### config.mk
export PLATFORM = sky130hd
export DESIGN_NAME = regdst_hazard_ctrl
export DESIGN_NICKNAME = d
export VERILOG_FILES = /design/src/rtl/regdst_hazard_ctrl.sv
export SDC_FILE = /design/constraint.sdc
export NUM_CORES = 1
export LEC_CHECK = 0
export BUFFER_PORTS_ARGS = -buffer_cell sky130_fd_sc_hd__buf_2
export CORE_UTILIZATION = 30
export DETAILED_ROUTE_END_ITERATION = 12
export SKIP_LAST_GASP = 1
export SYNTH_ARGS = -nofsm -noshare
export SYNTH_HDL_FRONTEND = slang
export SYNTH_SLANG_ARGS = --single-unit
### constraint.sdc
create_clock -name Clk -period 1.75 [get_ports Clk]
set_input_delay 0.175 -clock Clk [delete_from_list [all_inputs] [get_ports Clk]]
set_output_delay 0.175 -clock Clk [all_outputs]
set_load 0.03 [all_outputs]
### src/rtl/regdst_hazard_ctrl.sv
// regdst_hazard_ctrl: ID destination select, EX/MEM/WB destination pipeline, stall and forward control.
// Define REGDST_HAZARD_FORWARD_EN to build with EX operand forwarding (load-use stall only).
module regdst_hazard_ctrl (
   input  logic       Clk,
   input  logic       Rst_n,
   input  logic [1:0] RegDstSel,
   input  logic [4:0] ID_Rs,
   input  logic [4:0] ID_Rt,
   input  logic [4:0] ID_Rd,
   input  logic       ID_UsesRs,
   input  logic       ID_UsesRt,
   input  logic       ID_RegWrite,
   input  logic       ID_MemRead,
   input  logic       Flush,
   output logic       Stall,
   output logic [4:0] EX_WriteReg,
   output logic [4:0] MEM_WriteReg,
   output logic [4:0] WB_WriteReg,
   output logic       WB_RegWrite,
   output logic [1:0] ForwardA,
   output logic [1:0] ForwardB
);

   typedef enum logic [1:0] {
      DST_RT   = 2'd0,
      DST_RD   = 2'd1,
      DST_RA   = 2'd2,
      DST_NONE = 2'd3
   } dst_sel_e;

   dst_sel_e   dst_sel;
   logic [4:0] id_dest;
   logic       id_we;

   logic [4:0] ex_wr_q, ex_wr_d, ex_rs_q, ex_rs_d, ex_rt_q, ex_rt_d;
   logic       ex_we_q, ex_we_d, ex_mr_q, ex_mr_d;
   logic [4:0] mem_wr_q, wb_wr_q;
   logic       mem_we_q, wb_we_q;

   logic       rs_live, rt_live, hit_ex, stall_raw;

   assign dst_sel = dst_sel_e'(RegDstSel);

   always_comb begin
      id_dest = '0;
      unique case (dst_sel)
         DST_RT:   id_dest = ID_Rt;
         DST_RD:   id_dest = ID_Rd;
         DST_RA:   id_dest = 5'd31;
         DST_NONE: id_dest = '0;
         default:  id_dest = '0;
      endcase
   end

   assign id_we = ID_RegWrite && (id_dest != '0) && (dst_sel != DST_NONE);

   // Register 0 is never a real dependency, so a source of 0 is treated as unused.
   assign rs_live = ID_UsesRs && (ID_Rs != '0);
   assign rt_live = ID_UsesRt && (ID_Rt != '0);
   assign hit_ex  = ex_we_q && ((rs_live && (ID_Rs == ex_wr_q)) ||
                                (rt_live && (ID_Rt == ex_wr_q)));

`ifdef REGDST_HAZARD_FORWARD_EN
   typedef enum logic [1:0] {
      FWD_RF  = 2'b00,
      FWD_WB  = 2'b01,
      FWD_MEM = 2'b10
   } fwd_sel_e;

   fwd_sel_e fwd_a, fwd_b;

   assign stall_raw = ex_mr_q && hit_ex;

   always_comb begin
      fwd_a = FWD_RF;
      fwd_b = FWD_RF;
      if (mem_we_q && (mem_wr_q != '0) && (mem_wr_q == ex_rs_q))
         fwd_a = FWD_MEM;
      else if (wb_we_q && (wb_wr_q != '0) && (wb_wr_q == ex_rs_q))
         fwd_a = FWD_WB;
      if (mem_we_q && (mem_wr_q != '0) && (mem_wr_q == ex_rt_q))
         fwd_b = FWD_MEM;
      else if (wb_we_q && (wb_wr_q != '0) && (wb_wr_q == ex_rt_q))
         fwd_b = FWD_WB;
   end

   assign ForwardA = fwd_a;
   assign ForwardB = fwd_b;
`else
   logic hit_mem;
   logic unused_ex_fields;

   // WB is excluded: the register file writes before it is read.
   assign hit_mem = mem_we_q && ((rs_live && (ID_Rs == mem_wr_q)) ||
                                 (rt_live && (ID_Rt == mem_wr_q)));
   assign stall_raw = hit_ex || hit_mem;

   assign unused_ex_fields = ^{ex_mr_q, ex_rs_q, ex_rt_q};

   assign ForwardA = '0;
   assign ForwardB = '0;
`endif

   assign Stall = stall_raw && Rst_n;

   always_comb begin
      ex_wr_d = id_dest;
      ex_we_d = id_we;
      ex_mr_d = ID_MemRead;
      ex_rs_d = ID_Rs;
      ex_rt_d = ID_Rt;
      if (stall_raw || Flush) begin
         ex_wr_d = '0;
         ex_we_d = 1'b0;
         ex_mr_d = 1'b0;
         ex_rs_d = '0;
         ex_rt_d = '0;
      end
   end

   always_ff @(posedge Clk or negedge Rst_n) begin
      if (!Rst_n) begin
         ex_wr_q  <= '0;
         ex_we_q  <= 1'b0;
         ex_mr_q  <= 1'b0;
         ex_rs_q  <= '0;
         ex_rt_q  <= '0;
         mem_wr_q <= '0;
         mem_we_q <= 1'b0;
         wb_wr_q  <= '0;
         wb_we_q  <= 1'b0;
      end else begin
         ex_wr_q  <= ex_wr_d;
         ex_we_q  <= ex_we_d;
         ex_mr_q  <= ex_mr_d;
         ex_rs_q  <= ex_rs_d;
         ex_rt_q  <= ex_rt_d;
         mem_wr_q <= ex_wr_q;
         mem_we_q <= ex_we_q;
         wb_wr_q  <= mem_wr_q;
         wb_we_q  <= mem_we_q;
      end
   end

   assign EX_WriteReg  = ex_wr_q;
   assign MEM_WriteReg = mem_wr_q;
   assign WB_WriteReg  = wb_wr_q;
   assign WB_RegWrite  = wb_we_q;

endmodule

==> impl_results.md <==
- CP arrival: 1.72 ns
- Die Wd: 57.8 um
- DP HPWL: 1780 um
- Clock buffer count from CTS: 3
- Fin. max-slew vios: 0
- Max rail drop VDD: 0.206 mV
- Setup_tns: -0.141 ns
- Crit share post-route: 1.08
- Crit Path Class: reg -> out
- Startpoint Class: flip-flop
- Total power draw: 0.899 mW
- EDFF count, synth: 0
- Share of cells above drive strength 1: 0.401
- Hold depth: 3
- Failing checks: design-rule violations, negative setup slack
- Register area share after synthesis: 0.483
- Fmax: 529 MHz
- Inst Count DP: 163
- R2r worst-path depth: 6
- Synth top area share: 0.483
- Vias in the first global route: 797
- Mapped cell area: 933 um^2
- Top post-synthesis cells by area: dfrtp_1 48%, xor2_1 13%, nor2_1 6.4%
- Largest net degree at the start of global routing: 19
- Clock skew: 0.00723 ns
- Drt total wl: 2170 um
- Worst-path clk slew: 0.09 ns
- RSZ-0062 raised after global routing: yes
- CP required: 1.57 ns
- Final Hold Viols: 0
- Layout Nets: 163
- Placement row count: 19
- Area grow syn2layout: 34.6%
- First-pass GRT wire length: 3500 um
- Worst Hold Class: in -> reg
- Number of synthesized register bits: 18
- Most frequent cells after synthesis: 18 x dfrtp_1, 16 x nor2_1, 14 x xor2_1, 7 x a21oi_1, 6 x xnor2_1
- CTS tree: yes
- Core region area: 2850 um^2
- DIE HEIGHT: 57.8 um
- Worst setup margin: -0.141 ns
- Reg2reg setup slack: 0.13 ns
- R2R Path Start: EX_WriteReg[3]
- Synth unique cells: 22
- Top Ports: 45
- Top-count cell post-synth: dfrtp_1
- GR Overflow Total: 0
- Vias: 809
- Remaining DRCs: 6
- Post-DRT Antenna Nets: 0
- Via density: 4.82
- CP startpoint: EX_WriteReg[3]
- WL/cell: 12.9 um
- Max Cap Viol: 0
- Global Route Usage Sum: 0.138
- DRT Pass-1 Iters: 8
- Ant diodes: 0
- Final Instance Count excl. Fillers: 168
- Fillers: 296
- Ys async rst share: 1.00
- WL met2: 971 um
- Hold Startpoint: ID_RegWrite
- H-tree depth reported by CTS: 1
- Routability cong.: 0.788
- DRT met1 WL: 990 um
- CTS root buffer: clkbuf_4
- Clock Tree Buf Depth: 2
- P_leak: 0.637 nW
- Avg Inst Size Synth: 10.6 um^2
- Fin crit period: 1.89 ns
- Initial core utilization: 0.327
- PD cells: 716 nW/um^2
- Initial antenna violation count: 0
- Cell count after synthesis: 88
- Count of warnings emitted by yosys: 0
- Die ar.: 3340 um^2
- # setup viols final: 1
- PortBufs: 39
- DR top layer: met4
- Wire length on met3: 184 um
- Crit-path max FO: 4
- Clk Latency, worst-skew pair: 0.28 ns
- Clock net sink count: 18
- Setup crit end kind: primary output
- Cell taking the most area after synthesis: dfrtp_1
- Multi-input logic area: 473 um^2
- Register Area: 450 um^2
- Top_reg_cell synth: dfrtp_1
- Status: finished with violations
- Initial DRC count: 36
==> where the power goes <==
group	switching (mW)	total (mW)	internal, mW	leakage [nW]
sequential	0.0230	0.465	0.442	0.235
combinational	0.152	0.241	0.0889	0.388
clock	0.113	0.193	0.0799	0.0138
total	0.289	0.899	0.610	0.637
==> per-stage QoR <==
stage	utilization	setup WS [ns]	hold slack, ns	instance area, um^2
2_1_floorplan	-	0.0324	-0.121	946
3_3_place_gp	0.419	0.0354	0.164	1190
3_5_place_dp	0.419	0.0364	0.165	1190
4_1_cts	0.435	-0.172	0.120	1240
5_1_grt	0.440	-0.251	0.151	1260
6_report	0.440	-0.141	0.131	1260
==> flip-flops by register name (all words and copies together) (netlist names) <==
signal and count:
EX_WriteReg 5, MEM_WriteReg 5, WB_WriteReg 5, WB_RegWrite 1, ex_we_q 1, mem_we_q 1
==> cell families after synthesis <==
group	Yosys count	synth area share
AO/OA/AOI/OAI	16	0.126
XOR/XNOR	20	0.188
buffers and inverters	6	0.0402
flip-flops	18	0.483
other	1	0.00402
AND/OR/NAND/NOR	27	0.160
==> cell usage in the layout, fill, tap and decap left out, drive strengths merged, types with 2 or more instances in the layout <==
cell type / instances
xnor2: 6
inv: 2
and2: 2
o21ai: 3
or4: 2
a21oi: 7
conb: 4
o21a: 2
clkbuf: 3
buf: 46
dfrtp: 18
xor2: 14
nor4: 4
nor2: 16
==> final cells by class <==
class                           count  share of cell area
Multi-Input combinational cell     67               0.376
Sequential cell                    18               0.359
Timing Repair Buffer               47               0.210
Tap cell                           31              0.0309
Clock buffer                        3              0.0179
Inverter                            2             0.00598
==> critical path: stages (launching register included) <==
cell       delay [ns]
dfrtp_1          0.44
xor2_1           0.17
a2111oi_2        0.35
and4_1           0.24
o21a_2           0.12
buf_6            0.12
==> metal layers <==
layer | vias up | global-route usage
met4 | 0 | 0.0850
met1 | 373 | 0.176
li1 | 395 | -
met2 | 39 | 0.218
met5 | - | 0
met3 | 2 | 0.0246
==> final timing paths <==
check | endpoint
max | Stall
min | ex_we_q
max reg2reg | EX_WriteReg[1]
min reg2reg | WB_RegWrite
max in group asynchronous | EX_WriteReg[0]
min in group asynchronous | WB_WriteReg[2]
==> repair_timing <==
| action | in CTS | in global routing |
|---|---|---|
| endpoints found under the setup margin | 1 | 2 |
| endpoints found under the hold margin | 18 | 0 |
| buffers inserted | 1 | 0 |
| gates cloned | 0 | 0 |
| resized for setup | 3 | 2 |
| pin swaps | 4 | 1 |
| hold buffers | 1 | 0 |
Note: power is estimated with default switching activity, not from simulation.
